<file path="src/rtl/hilo_reg_pkg.sv">
// rtl/hilo_reg_pkg.sv - shared defines and the merged HI/LO write type
package hilo_reg_pkg;

   localparam logic        RstEnable    = 1'b1;
   localparam logic        WriteEnable  = 1'b1;
   localparam logic        WriteDisable = 1'b0;
   localparam logic [31:0] ZeroWord     = 32'h0000_0000;

   typedef logic [31:0] RegBus;

   typedef struct packed {
      logic  valid;
      RegBus hi;
      RegBus lo;
   } hilo_wr_t;

   // An exception in the older slot also kills the younger slot's write.
   function automatic hilo_wr_t merge_slots(
      input logic  s1_whilo, input logic s1_exc, input RegBus s1_hi, input RegBus s1_lo,
      input logic  s2_whilo, input logic s2_exc, input RegBus s2_hi, input RegBus s2_lo);
      hilo_wr_t m;
      logic     eff1;
      logic     eff2;
      eff1    = s1_whilo & ~s1_exc;
      eff2    = s2_whilo & ~s2_exc & ~s1_exc;
      m.valid = (eff1 | eff2) ? WriteEnable : WriteDisable;
      if (eff2) begin
         m.hi = s2_hi;
         m.lo = s2_lo;
      end else if (eff1) begin
         m.hi = s1_hi;
         m.lo = s1_lo;
      end else begin
         m.hi = ZeroWord;
         m.lo = ZeroWord;
      end
      return m;
   endfunction

endpackage

</file>
<file path="src/rtl/hilo_reg_if.sv">
// rtl/hilo_reg_if.sv - pipeline-side HI/LO bundle with master/slave views
interface hilo_reg_if;
   import hilo_reg_pkg::*;

   logic  stall_i;
   logic  flush_i;
   logic  s1_whilo_i;
   RegBus s1_hi_i;
   RegBus s1_lo_i;
   logic  s2_whilo_i;
   RegBus s2_hi_i;
   RegBus s2_lo_i;
   logic  s1_exc_i;
   logic  s2_exc_i;
   RegBus hi_o;
   RegBus lo_o;
   RegBus hi_arch_o;
   RegBus lo_arch_o;
   logic  pending_o;

   modport master (
      output stall_i, flush_i,
      output s1_whilo_i, s1_hi_i, s1_lo_i,
      output s2_whilo_i, s2_hi_i, s2_lo_i,
      output s1_exc_i, s2_exc_i,
      input  hi_o, lo_o, hi_arch_o, lo_arch_o, pending_o
   );

   modport slave (
      input  stall_i, flush_i,
      input  s1_whilo_i, s1_hi_i, s1_lo_i,
      input  s2_whilo_i, s2_hi_i, s2_lo_i,
      input  s1_exc_i, s2_exc_i,
      output hi_o, lo_o, hi_arch_o, lo_arch_o, pending_o
   );

endinterface

</file>
<file path="src/rtl/hilo_stage.sv">
// rtl/hilo_stage.sv - one valid/hi/lo pipeline latch with load, hold and clear
module hilo_stage
   import hilo_reg_pkg::*;
(
   input  logic     clk,
   input  logic     rst,
   input  logic     load,
   input  logic     hold,
   input  logic     clear,
   input  hilo_wr_t d,
   output hilo_wr_t q
);

   // clear only drops the valid bit; stale data behind it is never selected
   always_ff @(posedge clk) begin
      if (rst == RstEnable) begin
         q.valid <= WriteDisable;
         q.hi    <= ZeroWord;
         q.lo    <= ZeroWord;
      end else if (clear) begin
         q.valid <= WriteDisable;
      end else if (load && !hold) begin
         q <= d;
      end
   end

endmodule

</file>
<file path="src/rtl/hilo_reg.sv">
// rtl/hilo_reg.sv - dual-issue HI/LO register with MEM/WB latches; HILO_BYPASS_EN enables forwarding
module hilo_reg
   import hilo_reg_pkg::*;
(
   input  logic       clk,
   input  logic       rst,
   hilo_reg_if.slave  bus
);

   hilo_wr_t ex_wr;
   hilo_wr_t mem_q;
   hilo_wr_t wb_q;
   RegBus    hi_arch;
   RegBus    lo_arch;

   assign ex_wr = merge_slots(bus.s1_whilo_i, bus.s1_exc_i, bus.s1_hi_i, bus.s1_lo_i,
                              bus.s2_whilo_i, bus.s2_exc_i, bus.s2_hi_i, bus.s2_lo_i);

   hilo_stage u_mem (
      .clk   (clk),
      .rst   (rst),
      .load  (1'b1),
      .hold  (bus.stall_i),
      .clear (bus.flush_i),
      .d     (ex_wr),
      .q     (mem_q)
   );

   // a stall or flush pushes a bubble into WB while MEM holds or empties
   hilo_stage u_wb (
      .clk   (clk),
      .rst   (rst),
      .load  (1'b1),
      .hold  (1'b0),
      .clear (bus.stall_i | bus.flush_i),
      .d     (mem_q),
      .q     (wb_q)
   );

   always_ff @(posedge clk) begin
      if (rst == RstEnable) begin
         hi_arch <= ZeroWord;
         lo_arch <= ZeroWord;
      end else if (wb_q.valid) begin
         hi_arch <= wb_q.hi;
         lo_arch <= wb_q.lo;
      end
   end

`ifdef HILO_BYPASS_EN
   always_comb begin
      bus.hi_o = hi_arch;
      bus.lo_o = lo_arch;
      if (mem_q.valid) begin
         bus.hi_o = mem_q.hi;
         bus.lo_o = mem_q.lo;
      end else if (wb_q.valid) begin
         bus.hi_o = wb_q.hi;
         bus.lo_o = wb_q.lo;
      end
   end
`else
   assign bus.hi_o = hi_arch;
   assign bus.lo_o = lo_arch;
`endif

   assign bus.hi_arch_o = hi_arch;
   assign bus.lo_arch_o = lo_arch;
   assign bus.pending_o = mem_q.valid | wb_q.valid;

endmodule

</file>
<file path="src/flat_wrapper.sv">
// flat-port wrapper written by rule: the top's interface ports become plain ports
module hilo_reg_flat import hilo_reg_pkg::*;
  (clk, rst, bus_stall_i, bus_flush_i, bus_s1_whilo_i, bus_s1_hi_i, bus_s1_lo_i, bus_s2_whilo_i, bus_s2_hi_i, bus_s2_lo_i, bus_s1_exc_i, bus_s2_exc_i, bus_hi_o, bus_lo_o, bus_hi_arch_o, bus_lo_arch_o, bus_pending_o);
  hilo_reg_if bus_i ();
  input  logic clk;
  input  logic rst;
  input wire logic [$bits(bus_i.stall_i)-1:0] bus_stall_i;
  input wire logic [$bits(bus_i.flush_i)-1:0] bus_flush_i;
  input wire logic [$bits(bus_i.s1_whilo_i)-1:0] bus_s1_whilo_i;
  input wire logic [$bits(bus_i.s1_hi_i)-1:0] bus_s1_hi_i;
  input wire logic [$bits(bus_i.s1_lo_i)-1:0] bus_s1_lo_i;
  input wire logic [$bits(bus_i.s2_whilo_i)-1:0] bus_s2_whilo_i;
  input wire logic [$bits(bus_i.s2_hi_i)-1:0] bus_s2_hi_i;
  input wire logic [$bits(bus_i.s2_lo_i)-1:0] bus_s2_lo_i;
  input wire logic [$bits(bus_i.s1_exc_i)-1:0] bus_s1_exc_i;
  input wire logic [$bits(bus_i.s2_exc_i)-1:0] bus_s2_exc_i;
  output wire logic [$bits(bus_i.hi_o)-1:0] bus_hi_o;
  output wire logic [$bits(bus_i.lo_o)-1:0] bus_lo_o;
  output wire logic [$bits(bus_i.hi_arch_o)-1:0] bus_hi_arch_o;
  output wire logic [$bits(bus_i.lo_arch_o)-1:0] bus_lo_arch_o;
  output wire logic [$bits(bus_i.pending_o)-1:0] bus_pending_o;
  assign bus_i.stall_i = bus_stall_i;
  assign bus_i.flush_i = bus_flush_i;
  assign bus_i.s1_whilo_i = bus_s1_whilo_i;
  assign bus_i.s1_hi_i = bus_s1_hi_i;
  assign bus_i.s1_lo_i = bus_s1_lo_i;
  assign bus_i.s2_whilo_i = bus_s2_whilo_i;
  assign bus_i.s2_hi_i = bus_s2_hi_i;
  assign bus_i.s2_lo_i = bus_s2_lo_i;
  assign bus_i.s1_exc_i = bus_s1_exc_i;
  assign bus_i.s2_exc_i = bus_s2_exc_i;
  assign bus_hi_o = bus_i.hi_o;
  assign bus_lo_o = bus_i.lo_o;
  assign bus_hi_arch_o = bus_i.hi_arch_o;
  assign bus_lo_arch_o = bus_i.lo_arch_o;
  assign bus_pending_o = bus_i.pending_o;
  hilo_reg u_core (.clk(clk), .rst(rst), .bus(bus_i));
endmodule
</file>
<file path="config.mk">
export PLATFORM = sky130hd
export DESIGN_NAME = hilo_reg_flat
export DESIGN_NICKNAME = d
export VERILOG_FILES = /design/src/rtl/hilo_reg_pkg.sv /design/src/rtl/hilo_reg_if.sv /design/src/rtl/hilo_stage.sv /design/src/rtl/hilo_reg.sv /design/src/flat_wrapper.sv
export SDC_FILE = /design/constraint.sdc
export NUM_CORES = 1
export LEC_CHECK = 0
export BUFFER_PORTS_ARGS = -buffer_cell sky130_fd_sc_hd__buf_2
export CORE_MARGIN = 10
export CORE_UTILIZATION = 35
export DETAILED_ROUTE_END_ITERATION = 8
export PLACE_DENSITY = 0.67
export REMOVE_ABC_BUFFERS = 1
export SLEW_MARGIN = 20
export SYNTH_ARGS = -nofsm -noshare
export SYNTH_HDL_FRONTEND = slang
export SYNTH_SLANG_ARGS = --single-unit
</file>
<file path="constraint.sdc">
create_clock -name clk -period 1.5 [get_ports clk]
set_input_delay 0.225 -clock clk [delete_from_list [all_inputs] [get_ports clk]]
set_output_delay 0.225 -clock clk [all_outputs]
set_load 0.02 [all_outputs]
</file>
==> parameters.txt <==
Parameter                              Value

Global routing
  Global-route wire length before repair    32390 um
  Total global routing track utilization    0.1361
  Maximum number of pins on one net before global-route repair    95
  Number of global-route vias before repair    6291
  Number of antenna violations at the first check in global routing    1
  Total grt overflow    0

Synthesis
  Fraction of registers with async set/reset    0
  Synthesized instance count    860
  Synthesized-area fraction occupied by adder cells    0
  Dominant register cell in the synthesized netlist    dfxtp_1
  Largest area contributor in the netlist    dfxtp_1
  Per-instance average area after synthesis    9.121 sq um
  Register area share after synthesis    0.4951
  Multiplexer share of the synthesized area    0.08167
  Synth Area in Compound Gates    0.1759
  Most common cell in the synthesized netlist    dfxtp_1
  XOR/XNOR Fraction of Synth Area    0
  Warning count from the yosys run    0
  Count of flip-flops with a built-in enable after synthesis    0
  Simple-Gate Fraction of Synth Area    0.1310
  Mapped cell area    7844 sq um
  Leading cell types by count after synthesis    dfxtp_1, nand2_1, nor2_1
  Main combinational cell family by area after synthesis    compound AO/OA/AOI/OAI gates
  Cells taking the most area after synthesis    dfxtp_1, mux2i_1, buf_4
  Cell variety after synth    24
  Fraction of post-synthesis cell area in the top cell type by area    0.4951
  Count of state elements after synthesis    194

Critical path
  Capturing element type of the critical path    output port
  Delay of the slowest cell on the worst path    0.34 ns
  Reg-to-Reg End    u_core.bus.lo_arch_o[7]
  Depth of the worst register-to-register path    4
  Critical Path Fanout Max    2
  Kind of launch point of the worst setup path    flop
  Signal arrival time at the worst endpoint    1.22 ns
  Critical Path Start    u_core.u_wb.q[64]
  Critical path buffers and inverters    1
  Type of the worst setup path    flop to output port
  Cell family contributing the most delay on the critical path    flip-flops
  Critical register-to-register path startpoint    u_core.u_wb.q[64]
  R2R setup slack    0.34 ns
  Capture point of the worst path    bus_pending_o
  Required arrival time at the worst endpoint    1.27 ns
  Series of cell instances along the critical path    or2_2, buf_4
  Levels on crit path    2
  Slowest cell on the critical path    dfxtp_4

Drt
  DRC Markers    0
  Via count of the routed design    6436
  Antenna-violating nets left    0
  WL/cell    15.48 um
  Detailed Route Iter0 Violations    345
  Total wire length    20410 um
  Count of TritonRoute iterations in the first routing pass    4
  Via count normalized by instance count    4.879

STA
  Setup-failing EPs final    0
  Measured slew at the worst slew-check pin    0.3924 ns
  Achievable Freq    0.6914 GHz
  Setup tns final    0 ns
  Slew Limit Headroom    0.7384
  Shortest clock period the worst path allows after layout    1.446 ns
  Setup repair after global routing missed its margin    no
  Final count of hold timing violations    0
  Fin Clk Skew    0.008670 ns
  Number of pins with negative max-slew slack in the final report    0
  Post-layout worst setup margin    0.05357 ns
  Final worst path period share    0.9643

Clocking
  H-Tree Level Count    4
  TritonCTS sink count    194
  Hold_buf cts    0
  Clock root buffer    clkbuf_16
  Maximum number of buffers from clock root to sink    2
  Skew-Pair Late Insertion Delay    0.42 ns
  Clock-pin slew on the worst setup and hold paths    0.07 ns
  Total CTS buffers    17
  Clock tree from TritonCTS    yes

Floorplanning
  Initial core utilization    0.3572
  Floorplan die height    169.7 um
  Total die area    28800 sq um
  I/O Pins    265
  Width of the chip    169.7 um
  Std-Cell Core Area    21960 sq um
  Count of standard-cell rows    54

Hold path
  Number of cells traversed by the worst hold path    2
  Hold Crit Class    input pin to flop

Outcome
  Status    completed

Cells and area
  P&R area growth vs syn    22.44%
  Fraction of final layout cells sized beyond drive strength 1    0.3167
  Number of nets in the layout    1162
  Final Cell Area    9604 sq um
  Number of antenna diodes    0
  Core utilization of the finished layout    0.4374

Placement
  Placer Congestion    0.7566
  DP HPWL    14650 um
  Dpl ws    0.03291 ns
  Buffers added on ports    264
  DP Area    8996 sq um

Power
  Switching power    2696 uW
  Power share of the clock group    0.424
  Switching part of the total    0.2509
  P per Cell Area    1119 nW/um^2
  Internal cell power    8048 uW
  P_leak    0.003866 uW
  Max VDD drop    596.1 uV
  Share of total power in sequential cells    0.499
  Combinational share of power    0.077
  Total power after layout    10740 uW

Job
  Max-capacitance violation count    0
-- cell type report --
class	instances	area, sq um
clock buffers	18	429.2
clock inverters	14	168.9
fillers	2179	12350
inverters	1	3.754
multi-input cells	523	3072
flip-flops and latches	194	3887
well taps	280	350.3
repair buffers	289	1693
-- logic make-up after synthesis --
group | count (synthesis)
mux | 64
flops | 194
compound gates | 193
buf+inv | 143
simple gates | 266
-- sequential cells by signal (all words and copies together) (netlist names) --
name and cells:
u_core.u_mem.q 65, u_core.u_wb.q 65, u_core.bus.hi_arch_o 32, u_core.bus.lo_arch_o 32
-- metrics by stage --
stage               instances  hold WS, ns
detailed placement       1286       0.4425
CTS                      1319      0.03122
finish                   1319      0.05462
floorplan                 718       0.2896
global route             1319      0.03627
global placement         1286       0.4377
-- layout by cell type (no fill, tap or decap), drive strengths merged, types with 5 or more instances in the layout --
cell,n
a21oi,64
nand2,129
clkbuf,18
mux2i,64
nor2,129
inv,7
a211oi,64
dfxtp,194
buf,289
a32oi,63
clkinv,5
-- per-layer routing --
metal	GRT usage	wire, um	share of wire	up-vias
li1	-	-	-	3279
met3	0.04071	1442	0.071	15
met4	0.04426	204	0.010	2
met1	0.1730	9457	0.46	2956
met2	0.2161	9295	0.46	184
met5	0	13	0.00064	-
-- power by group through the flow --
| stage | combinational, uW | sequential [uW] | clock [uW] |
|---|---|---|---|
| 3_5_place_dp | 832 | 5480 | 0 |
| 5_1_grt | 933 | 5380 | 4900 |
| 6_report | 828 | 5360 | 4550 |
| 2_1_floorplan | 407 | 5470 | 0 |
| 4_1_cts | 835 | 5360 | 4710 |
| 3_3_place_gp | 825 | 5480 | 0 |
-- how the worst min path moves through the flow --
stage	slack [ns]	endpoint	startpoint
after floorplan	0.29	u_core.u_mem.q[1]	rst
after global placement	0.44	u_core.u_wb.q[11]	u_core.u_mem.q[11]
after detailed placement	0.44	u_core.u_wb.q[35]	u_core.u_mem.q[35]
after CTS	0.03	u_core.u_mem.q[64]	bus_flush_i
after global routing	0.04	u_core.u_mem.q[64]	bus_flush_i
final	0.05	u_core.u_mem.q[64]	bus_flush_i
-- what timing repair did --
item	CTS	global route
resized for setup	1	0
buffers inserted	1	0
endpoints found under the setup margin	1	0
(Power assumes the default switching activity.)
